File: config.mk
export PLATFORM = sky130hd
export DESIGN_NAME = spi_cmd_slave
export DESIGN_NICKNAME = d
export VERILOG_FILES = /design/src/rtl/spi_cmd_slave.sv
export SDC_FILE = /design/constraint.sdc
export NUM_CORES = 1
export LEC_CHECK = 0
export CAP_MARGIN = 20
export CORE_MARGIN = 10
export CORE_UTILIZATION = 56
export CTS_CLUSTER_DIAMETER = 200
export CTS_CLUSTER_SIZE = 14
export DETAILED_ROUTE_END_ITERATION = 6
export PLACE_DENSITY = 0.79
export SYNTH_ARGS = -nofsm -noshare
export SYNTH_HDL_FRONTEND = slang
export SYNTH_SLANG_ARGS = --single-unit
File: constraint.sdc
create_clock -name clk -period 3.04 [get_ports clk]
set_clock_uncertainty 0.2 [all_clocks]
set_input_delay 0.456 -clock clk [delete_from_list [all_inputs] [get_ports clk]]
set_output_delay 0.456 -clock clk [all_outputs]
set_load 0.05 [all_outputs]
File: src/rtl/spi_cmd_slave.sv
// SPI mode-0 command slave: decodes 32-bit MSB-first frames into single-cycle
// write/start/read requests for the NPU core and returns read/status bytes on miso.
module spi_cmd_slave #(
    parameter int unsigned SYNC_STAGES = 2,
    parameter int unsigned RD_TIMEOUT  = 16
) (
    input  logic       clk,
    input  logic       rst_n,
    input  logic       sclk,
    input  logic       cs_n,
    input  logic       mosi,
    output logic       miso,
    output logic       wr_valid,
    output logic       start,
    output logic       rd_req,
    output logic [2:0] tile_i,
    output logic [2:0] tile_j,
    output logic [2:0] op_code,
    output logic [7:0] wr_data,
    input  logic       rd_valid,
    input  logic [7:0] rd_data,
    input  logic       done,
    output logic       frame_err
);

    localparam logic [7:0] CMD_WRITE  = 8'h01;
    localparam logic [7:0] CMD_START  = 8'h02;
    localparam logic [7:0] CMD_READ   = 8'h03;
    localparam logic [7:0] CMD_STATUS = 8'h04;
    localparam int unsigned RCW = $clog2(RD_TIMEOUT + 1);

    typedef enum logic [2:0] {IDLE, HDR, PAD, DATA, DONE} state_e;

    logic [SYNC_STAGES-1:0] sclkSync_q;
    logic [SYNC_STAGES-1:0] csSync_q;
    logic [SYNC_STAGES-1:0] mosiSync_q;
    logic                   sclkPrev_q;
    logic                   csPrev_q;

    state_e         state_q;
    logic [4:0]     bitCnt_q;
    logic [15:0]    rxShift_q;
    logic [7:0]     cmd_q;
    logic [7:0]     txShift_q;
    logic           miso_q;
    logic           wrValid_q;
    logic           start_q;
    logic           rdReq_q;
    logic [2:0]     tileI_q;
    logic [2:0]     tileJ_q;
    logic [2:0]     opCode_q;
    logic [7:0]     wrData_q;
    logic           frameErr_q;
    logic           frameErr_d;
    logic           rdWait_q;
    logic [RCW-1:0] rdCnt_q;

    logic        sclkS;
    logic        csS;
    logic        mosiS;
    logic        sclkRise;
    logic        sclkFall;
    logic        csRise;
    logic        csFall;
    logic [15:0] rxNext;
    logic        lastBitEvt;
    logic        abortEvt;
    logic        unknownEvt;
    logic        statusClr;
    logic        rdTimeout;
    logic        misoHold;

    // Idle levels on reset keep a spurious edge from appearing as the chain fills.
    always_ff @(posedge clk or negedge rst_n) begin
        if (!rst_n) begin
            sclkSync_q <= '0;
            csSync_q   <= '1;
            mosiSync_q <= '0;
            sclkPrev_q <= 1'b0;
            csPrev_q   <= 1'b1;
        end else begin
            sclkSync_q <= {sclkSync_q[SYNC_STAGES-2:0], sclk};
            csSync_q   <= {csSync_q[SYNC_STAGES-2:0], cs_n};
            mosiSync_q <= {mosiSync_q[SYNC_STAGES-2:0], mosi};
            sclkPrev_q <= sclkSync_q[SYNC_STAGES-1];
            csPrev_q   <= csSync_q[SYNC_STAGES-1];
        end
    end

    assign sclkS    = sclkSync_q[SYNC_STAGES-1];
    assign csS      = csSync_q[SYNC_STAGES-1];
    assign mosiS    = mosiSync_q[SYNC_STAGES-1];
    assign sclkRise = sclkS & ~sclkPrev_q;
    assign sclkFall = ~sclkS & sclkPrev_q;
    assign csRise   = csS & ~csPrev_q;
    assign csFall   = ~csS & csPrev_q;
    assign rxNext   = {rxShift_q[14:0], mosiS};

    // A bit-0 sample arriving with cs_n rise in the same clk completes the frame.
    assign lastBitEvt = (state_q == DATA) && sclkRise && (bitCnt_q == 5'd0);
    assign abortEvt   = csRise && !lastBitEvt &&
                        ((state_q == HDR) || (state_q == PAD) || (state_q == DATA));
    assign unknownEvt = lastBitEvt && (cmd_q != CMD_WRITE) && (cmd_q != CMD_START) &&
                        (cmd_q != CMD_READ) && (cmd_q != CMD_STATUS);
    assign statusClr  = lastBitEvt && (cmd_q == CMD_STATUS);
    assign rdTimeout  = rdWait_q && !rd_valid && (rdCnt_q == RCW'(RD_TIMEOUT - 1));
    assign frameErr_d = (frameErr_q & ~statusClr) | abortEvt | unknownEvt | rdTimeout;
    assign misoHold   = (state_q == DATA) || ((state_q == DONE) && !sclkFall && !csS);

    always_ff @(posedge clk or negedge rst_n) begin
        if (!rst_n) begin
            state_q    <= IDLE;
            bitCnt_q   <= 5'd31;
            rxShift_q  <= '0;
            cmd_q      <= '0;
            txShift_q  <= '0;
            miso_q     <= 1'b0;
            wrValid_q  <= 1'b0;
            start_q    <= 1'b0;
            rdReq_q    <= 1'b0;
            tileI_q    <= '0;
            tileJ_q    <= '0;
            opCode_q   <= '0;
            wrData_q   <= '0;
            frameErr_q <= 1'b0;
            rdWait_q   <= 1'b0;
            rdCnt_q    <= '0;
        end else begin
            wrValid_q  <= 1'b0;
            start_q    <= 1'b0;
            rdReq_q    <= 1'b0;
            frameErr_q <= frameErr_d;
            if (!misoHold) begin
                miso_q <= 1'b0;
            end

            // Only the first core response (or the timeout filler) reaches the tx byte.
            if (rdWait_q) begin
                if (rd_valid) begin
                    txShift_q <= rd_data;
                    rdWait_q  <= 1'b0;
                end else if (rdTimeout) begin
                    txShift_q <= 8'hEE;
                    rdWait_q  <= 1'b0;
                end else begin
                    rdCnt_q <= rdCnt_q + RCW'(1);
                end
            end

            case (state_q)
                IDLE: begin
                    if (csFall) begin
                        state_q  <= HDR;
                        bitCnt_q <= 5'd31;
                        rdWait_q <= 1'b0;
                    end
                end
                HDR: begin
                    if (csRise) begin
                        state_q  <= IDLE;
                        bitCnt_q <= 5'd31;
                    end else if (sclkRise) begin
                        rxShift_q <= rxNext;
                        bitCnt_q  <= bitCnt_q - 5'd1;
                        if (bitCnt_q == 5'd15) begin
                            state_q  <= PAD;
                            cmd_q    <= rxShift_q[15:8];
                            tileI_q  <= rxShift_q[7:5];
                            tileJ_q  <= rxShift_q[4:2];
                            opCode_q <= {rxShift_q[1:0], mosiS};
                            if (rxShift_q[15:8] == CMD_READ) begin
                                rdReq_q   <= 1'b1;
                                rdWait_q  <= 1'b1;
                                rdCnt_q   <= '0;
                                txShift_q <= '0;
                            end else if (rxShift_q[15:8] == CMD_STATUS) begin
                                txShift_q <= {6'b0, frameErr_q, done};
                            end else begin
                                txShift_q <= '0;
                            end
                        end
                    end
                end
                PAD: begin
                    if (csRise) begin
                        state_q  <= IDLE;
                        bitCnt_q <= 5'd31;
                    end else if (sclkRise) begin
                        rxShift_q <= rxNext;
                        bitCnt_q  <= bitCnt_q - 5'd1;
                        if (bitCnt_q == 5'd8) begin
                            state_q <= DATA;
                        end
                    end
                end
                DATA: begin
                    if (sclkRise) begin
                        rxShift_q <= rxNext;
                        bitCnt_q  <= bitCnt_q - 5'd1;
                        if (bitCnt_q == 5'd0) begin
                            state_q <= DONE;
                            if (cmd_q == CMD_WRITE) begin
                                wrValid_q <= 1'b1;
                                wrData_q  <= rxNext[7:0];
                            end else if (cmd_q == CMD_START) begin
                                start_q <= 1'b1;
                            end
                        end
                    end else if (csRise) begin
                        state_q  <= IDLE;
                        bitCnt_q <= 5'd31;
                    end else if (sclkFall) begin
                        miso_q    <= txShift_q[7];
                        txShift_q <= {txShift_q[6:0], 1'b0};
                    end
                end
                DONE: begin
                    // Accepting a fresh fall here keeps back-to-back frames from being lost.
                    if (csFall) begin
                        state_q  <= HDR;
                        bitCnt_q <= 5'd31;
                        rdWait_q <= 1'b0;
                    end else if (csRise) begin
                        state_q  <= IDLE;
                        bitCnt_q <= 5'd31;
                    end
                end
                default: begin
                    state_q  <= IDLE;
                    bitCnt_q <= 5'd31;
                end
            endcase
        end
    end

    assign miso      = miso_q;
    assign wr_valid  = wrValid_q;
    assign start     = start_q;
    assign rd_req    = rdReq_q;
    assign tile_i    = tileI_q;
    assign tile_j    = tileJ_q;
    assign op_code   = opCode_q;
    assign wr_data   = wrData_q;
    assign frame_err = frameErr_q;

endmodule

==> summary.md, run 1 <==
| Metric | Value |
|---|---|
| Status | finished clean |
| Least-Margin Pin Slew | 0.9314 ns |
| Clk pin slew, worst setup/hold paths | 0.08 ns |
| Leading area contributor after synthesis | dfrtp_1 |
| Initial antenna violation count | 0 |
| Layout net count | 348 |
| TNS Setup | 0 ns |
| Layout cells sized above 1 | 23.95% |
| Max VDD drop | 0.5119 mV |
| Max Freq | 417.2 MHz |
| Later-pin clock latency in the skew report | 0.36 ns |
| Post-synthesis sequential area ratio | 54.40% |
| Gr usage total | 14.92% |
| Final Wtd Congestion | 0.8636 |
| Starting density of the core | 58.67% |
| Hold Crit Class | in2async |
| Vias post-DR | 2,504 |
| Die area | 9845 um^2 |
| Post-CTS Setup Repair Bufs | 0 |
| RSZ-0062 raised after global routing | no |
| Max FO, Critical Path | 8 |
| Worst Setup Start Kind | flop |
| Pwr/cell area | 705.7 nW/um^2 |
| Pleak | 1.817 nW |
| Final Hold Vio Count | 0 |
| DRC | 0 |
| ANT cells | 0 |
| Post-place setup slack | 0.6250 ns |
| Combinational cell fraction of total power | 26.3% |
| Most common cell in the netlist | dfrtp_1 |
| Register-to-Register Path Depth | 6 |
| Post-DR wirelength/cell | 17.67 um |
| Critical path class | reg2reg |
| Number of enable flip-flop cells after synthesis | 0 |
| Clk pwr share | 24.5% |
| Final WL | 7226 um |
| CTS sink count | 76 |
| Grt ovf | 0 |
| CTS tree | done |
| Synth Flop Type | dfrtp_1 |
| Slew margin rel. | 37.91% |
| Max Buffers Root-to-Sink | 2 |
| Number of port buffers | 36 |
| Largest net degree at the start of global routing | 77 |
| Die span in y | 99.22 um |
| # IOs | 37 |
| Layout area overhead | 16.98% |
| Reg power frac | 49.2% |
| DRT iter0 DRCs | 152 |
| P_int | 1.880 mW |
| Vias per cell | 6.122 |
| Final instance area | 4111 um^2 |
| Post-synth top area share | 48.42% |
| Number of synthesized register bits | 76 |
| Vias in the first global route | 2,552 |
| NetSw | 1.022 mW |
| MaxCap Viol Count | 0 |
| Critical Path End Type | flop |
| CTS Hold Buffers Added | 0 |
| Setup ws final | 0.6432 ns |
| H-Tree Depth | 3 |
| Syn_area_per_cell | 12.00 um^2 |
| Worst EP arrival | 2.44 ns |
| Post-DP HPWL | 4872 um |
| First-pass GRT wire length | 12,200 um |
| Synth top area cells | dfrtp_1 48%, mux2_2 13%, dfstp_2 6.0%, nand2_1 1.9%, nor2_1 1.8% |
| CP required | 3.08 ns |
| Area after DPL | 3933 um^2 |
| Distinct cells, synth | 60 |
| Top post-synthesis cells by count | 68 x dfrtp_1, 42 x mux2_2, 18 x nand2_1 |
| Minimum clock period | 2.397 ns |
| Root Driver | clkbuf_8 |
| Post-route antenna net violation count | 0 |
| PostCTS Resize Cnt | 0 |
| Fillcell total | 422 |
| Sw frac | 35.22% |
| First drt pass iteration count | 4 |
| Synth Instances | 293 |
| Core Region | 5991 um^2 |
| Ys async rst share | 100.0% |
| Die Span X | 99.22 um |
| Ys Warns | 0 |
| Setup violators final | 0 |
| Cell Area, Synth | 3515 um^2 |
| CTS buffer count | 9 |
| Final period util | 78.84% |
| WHS | 0.02040 ns |
| # rows | 28 |
| Fin. max-slew vios | 0 |
| Syn Nets | 312 |
-- cell type report --
class	count	area, um^2	area share (%)
Sequential cell	76	1912	46.50
Multi-Input combinational cell	193	1505	36.61
Timing Repair Buffer	40	387.9	9.434
Clock buffer	9	123.9	3.013
Tap cell	75	93.84	2.282
Clock inverter	7	55.05	1.339
Inverter	9	33.78	0.8217
-- through the flow --
stage                     utilization (%)  power (mW)  cells
after global placement              65.64       2.161    393
after detailed placement            65.64       2.194    393
final                               68.63       2.902    409
after global routing                68.63       3.069    409
after floorplan                         -       1.972    293
after CTS                           68.63       2.910    409
-- power by group through the flow --
stage | clock network [mW] | registers, mW | logic (mW)
after floorplan | 0 | 1.39 | 0.577
after global placement | 0 | 1.43 | 0.726
after detailed placement | 0 | 1.44 | 0.749
after CTS | 0.727 | 1.42 | 0.759
after global routing | 0.764 | 1.47 | 0.840
final | 0.711 | 1.43 | 0.763
-- state kept, by name, summed over array words and instances (netlist names) --
signal and count:
rdWait_q 1, rdCnt_q 5, op_code 3, bitCnt_q 5, start 1, wr_data 8
tile_j 3, sclkSync_q 2, sclkPrev_q 1, tile_i 3, rxShift_q 16, csPrev_q 1
state_q 3, cmd_q 8, csSync_q 2, mosiSync_q 2, rd_req 1, txShift_q 8
miso 1, frame_err 1, wr_valid 1
-- layout by cell type, fill, tap and decap left out, types with 6 or more instances in the layout --
cell,Yosys,routed
nor2_1,17,17
clkdlybuf4s50_1,0,35
o22ai_1,10,10
dfstp_2,8,8
dfrtp_1,68,68
mux2_2,42,42
clkbuf_8,0,9
o31ai_1,6,6
inv_1,9,9
nand2_1,18,18
o21ai_0,8,8
-- critical path, stage by stage, from the launching register on --
cell and delay, ns:
dfstp_2 0.38, inv_1 0.08, ha_1 0.23, or4b_4 0.52
nor4_4 0.30, nand4b_4 0.25, mux2_2 0.33
-- cells by family (layout without fill, tap and decap cells) --
logic type / count (synthesis) / in the layout / synth area share, %
multiplexers: 43 / 43 / 13.74
flip-flops: 76 / 76 / 54.40
XOR/XNOR: 3 / 3 / 0.7477
AND/OR/NAND/NOR: 82 / 82 / 14.35
adder cells (fa/ha/maj): 5 / 5 / 1.709
AO/OA/AOI/OAI: 60 / 60 / 12.28
buffers and inverters: 24 / 65 / 2.777
-- routing by layer --
layer	global-route usage, %	up-vias	wire [um]	part of all wire, %
li1	-	1166	-	-
met1	18.05	1241	3138	43
met3	6.990	8	681	9.4
met5	0	-	0	0
met4	5.402	0	85	1.2
met2	22.75	89	3320	46
-- worst paths after layout --
check | from | to | slack, ns
worst max-delay path | bitCnt_q[1] | wr_data[2] | 0.64
worst min-delay path | rst_n | miso | 0.02
worst max register to register | bitCnt_q[1] | wr_data[2] | 0.64
worst min register to register | sclkSync_q[0] | sclkSync_q[1] | 0.15
max in group asynchronous | rst_n | txShift_q[2] | 2.00
min in group clk | sclkSync_q[0] | sclkSync_q[1] | 0.15
(Power assumes the default switching activity.)
==> inputs of run 2 (changes only) <==
--- a/config.mk
+++ b/config.mk
@@ -7,11 +7,11 @@
 export LEC_CHECK = 0
 export CAP_MARGIN = 20
 export CORE_MARGIN = 10
-export CORE_UTILIZATION = 56
+export CORE_UTILIZATION = 51
 export CTS_CLUSTER_DIAMETER = 200
 export CTS_CLUSTER_SIZE = 14
 export DETAILED_ROUTE_END_ITERATION = 6
-export PLACE_DENSITY = 0.79
+export PLACE_DENSITY = 0.76
 export SYNTH_ARGS = -nofsm -noshare
 export SYNTH_HDL_FRONTEND = slang
 export SYNTH_SLANG_ARGS = --single-unit
==> constraint.sdc (replaced) <==
create_clock -name clk -period 2.15 [get_ports clk]
set_clock_uncertainty 0.2 [all_clocks]
set_input_delay 0.3225 -clock clk [delete_from_list [all_inputs] [get_ports clk]]
set_output_delay 0.3225 -clock clk [all_outputs]
set_load 0.05 [all_outputs]
==> run 2 against run 1 <==
  * The flow now finishes with violations (negative setup slack)
  * Worst hold slack improved by 0.14 ns
  * First-iteration DRC count up 5.9%
  * Maximum frequency is 11% higher
  * Sequential cell count is the same
  * Via count grew 4.2%
  * Sequential power up 37%
  * Core utilization fell by 2.9 points
  * Combinational power is 83% higher
  * Non-clock buffer count up 25
  * Critical path depth is the same
  * Global-route usage grew 0.77 points
  * Routed wire length up 6.4%
  * Highest routed layer unchanged
==> summary.md, run 2 (synthesis results as in run 1) <==
| Metric | Value |
|---|---|
| Status | finished with violations |
| Failing checks | negative setup slack |
| Final instance area | 4444 um^2 (+8.1%) |
| # IOs | 37 (unchanged) |
| Fin. max-slew vios | 0 (unchanged) |
| Root Driver | clkbuf_8 |
| NetSw | 1.559 mW (+53%) |
| Layout area overhead | 26.45% |
| Pwr/cell area | 1018 nW/um^2 (+44%) |
| Sw frac | 34.45% (-0.77 points) |
| CTS buffer count | 9 (unchanged) |
| First drt pass iteration count | 4 (unchanged) |
| Max Freq | 462.0 MHz (+11%) |
| Minimum clock period | 2.164 ns (-0.2325 ns) |
| Worst EP arrival | 2.21 ns (-0.23 ns) |
| Least-Margin Pin Slew | 0.6983 ns (-0.2331 ns) |
| CP required | 2.19 ns (-0.89 ns) |
| Grt ovf | 0 (unchanged) |
| Post-route antenna net violation count | 0 (unchanged) |
| Max Buffers Root-to-Sink | 2 (unchanged) |
| Max FO, Critical Path | 8 (unchanged) |
| Starting density of the core | 52.02% (-6.6 points) |
| P_int | 2.966 mW (+58%) |
| Post-DR wirelength/cell | 17.51 um (-0.92%) |
| RSZ-0062 raised after global routing | yes |
| Setup violators final | 3 (+3) |
| Initial antenna violation count | 0 (unchanged) |
| Die area | 10,610 um^2 (+7.8%) |
| Vias per cell | 5.945 (-2.9%) |
| Final WL | 7685 um (+6.4%) |
| Max VDD drop | 0.7466 mV (+46%) |
| Layout net count | 373 (+7.2%) |
| Hold Crit Class | reg2reg |
| ANT cells | 0 (unchanged) |
| CTS sink count | 76 (unchanged) |
| Clk pin slew, worst setup/hold paths | 0.08 ns (about the same) |
| Reg power frac | 43.3% (-5.9 points) |
| Gr usage total | 15.69% (+0.77 points) |
| Number of port buffers | 36 (unchanged) |
| Vias in the first global route | 2,646 (+3.7%) |
| Largest net degree at the start of global routing | 42 (-45%) |
| Clk pwr share | 25.7% (+1.2 points) |
| Final Hold Vio Count | 0 (unchanged) |
| Combinational cell fraction of total power | 31.0% (+4.7 points) |
| Layout cells sized above 1 | 31.75% (+7.8 points) |
| Worst Setup Start Kind | flop |
| Setup ws final | -0.01428 ns (-0.6575 ns) |
| CTS tree | done |
| Vias post-DR | 2,610 (+4.2%) |
| Largest register FFs | 16 (unchanged) |
| Core Region | 6756 um^2 (+13%) |
| Die span in y | 103.0 um (+3.8%) |
| Most frequent cells in the layout | 68 x dfrtp_1, 41 x mux2_2, 35 x clkdlybuf4s50_1 |
| # rows | 30 (+7.1%) |
| Final period util | 100.7% (+22 points) |
| DRT iter0 DRCs | 161 (+5.9%) |
| Register with the most flip-flops | rxShift_q |
| Slew margin rel. | 53.09% (+15 points) |
| Post-DP HPWL | 5452 um (+12%) |
| Die Span X | 103.0 um (+3.8%) |
| Final Wtd Congestion | 0.8772 (+1.6%) |
| Critical Path End Type | flop |
| DRC | 0 (unchanged) |
| Critical path class | reg2reg |
| First-pass GRT wire length | 13,140 um (+7.7%) |
| Commonest non-fill, non-tap cell in the layout | dfrtp_1 |
| H-Tree Depth | 3 (unchanged) |
| Core Util, Final | 65.78% (-2.9 points) |
| MaxCap Viol Count | 0 (unchanged) |
| Later-pin clock latency in the skew report | 0.36 ns (about the same) |
| Pleak | 1.979 nW (+8.9%) |
| Area after DPL | 4150 um^2 (+5.5%) |
| Fillcell total | 524 (+24%) |
[run 2: final timing paths]
| check | startpoint | to | slack [ns] | depth (start not counted) |
|---|---|---|---|---|
| hold / removal | sclkSync_q[0] | sclkSync_q[1] | 0.16 | 0 |
| max in group asynchronous | rst_n | cmd_q[2] | 0.92 | 3 |
| min in group asynchronous | rst_n | tile_j[0] | 0.27 | 2 |
| setup reg to reg | bitCnt_q[0] | wr_data[0] | -0.01 | 6 |
| hold reg to reg | sclkSync_q[0] | sclkSync_q[1] | 0.16 | 0 |
| setup / recovery | bitCnt_q[0] | wr_data[0] | -0.01 | 6 |
[run 2: power groups by stage]
stage                     clock (mW)  sequential, mW  combinational, mW
after global routing            1.26            2.00               1.55
after global placement             0            1.97               1.26
after detailed placement           0            1.98               1.29
after CTS                       1.20            1.96               1.33
final                           1.16            1.96               1.40
after floorplan                    0            1.98              0.836
[run 2: per-stage QoR]
| stage | setup WS (ns) | std cells | hold WS (ns) | setup TNS (ns) | total power, mW |
|---|---|---|---|---|---|
| after floorplan | -0.01845 | 293 | -0.1731 | -0.04246 | 2.812 |
| after global placement | -0.01708 | 419 | 0.1139 | -0.01708 | 3.226 |
| after detailed placement | -0.08071 | 419 | 0.1149 | -0.4117 | 3.275 |
| after CTS | -0.02923 | 437 | 0.1590 | -0.1174 | 4.487 |
| after global routing | -0.1154 | 439 | 0.1698 | -1.468 | 4.806 |
| final | -0.01428 | 439 | 0.1576 | -0.04148 | 4.524 |
[run 2: routing by layer]
metal | share of wire [%] | up-vias | wire, um | GRT usage (%)
li1 | - | 1223 | - | -
met1 | 45 | 1297 | 3450 | 19.63
met2 | 47 | 81 | 3617 | 24.48
met3 | 6.9 | 9 | 529 | 5.697
met4 | 1.1 | 0 | 87 | 5.455
met5 | 0 | - | 0 | 0
[run 2: timing repair]
action	CTS	global route
hold buffers	1	0
endpoints found under the hold margin	27	0
gates cloned	0	0
buffers inserted	1	2
resized for setup	2	8
pin swaps	2	3
setup endpoints to repair	14	55
[run 2: final cells by class]
cell class,instances,area [um^2],area share [%]
sequential,76,1912,43.02
multi-input combinational,193,1560,35.11
timing repair buffer,65,619.3,13.94
clock buffer,9,123.9,2.787
tap,80,100.1,2.252
clock inverter,7,95.09,2.140
inverter,9,33.78,0.7601
[run 2: worst max-delay path: stages (launching register included)]
cell      delay [ns]
dfstp_2         0.39
inv_2           0.07
ha_4            0.13
or4b_4          0.47
nor4_4          0.22
nand4b_4        0.24
mux2_2          0.34
==> inputs of run 3 (changes only) <==
--- a/config.mk
+++ b/config.mk
@@ -5,6 +5,7 @@
 export SDC_FILE = /design/constraint.sdc
 export NUM_CORES = 1
 export LEC_CHECK = 0
+export ABC_CLOCK_PERIOD_IN_PS = 2150
 export CAP_MARGIN = 20
 export CORE_MARGIN = 10
 export CORE_UTILIZATION = 51
==> constraint.sdc (replaced) <==
create_clock -name clk -period 2.15 [get_ports clk]
set_clock_uncertainty 0.2 [all_clocks]
set_input_delay 0.3225 -clock clk [delete_from_list [all_inputs] [get_ports clk]]
set_output_delay 0.3225 -clock clk [all_outputs]
set_load 0.01 [all_outputs]
==> results of run 3 <==
Same layout as run 2 (identical final DEF). Status: finished with violations: negative setup slack.
Main changes from that run: total power 4.524 mW -> 4.468 mW; worst IR drop on VDD 0.7466 mV -> 0.7219 mV
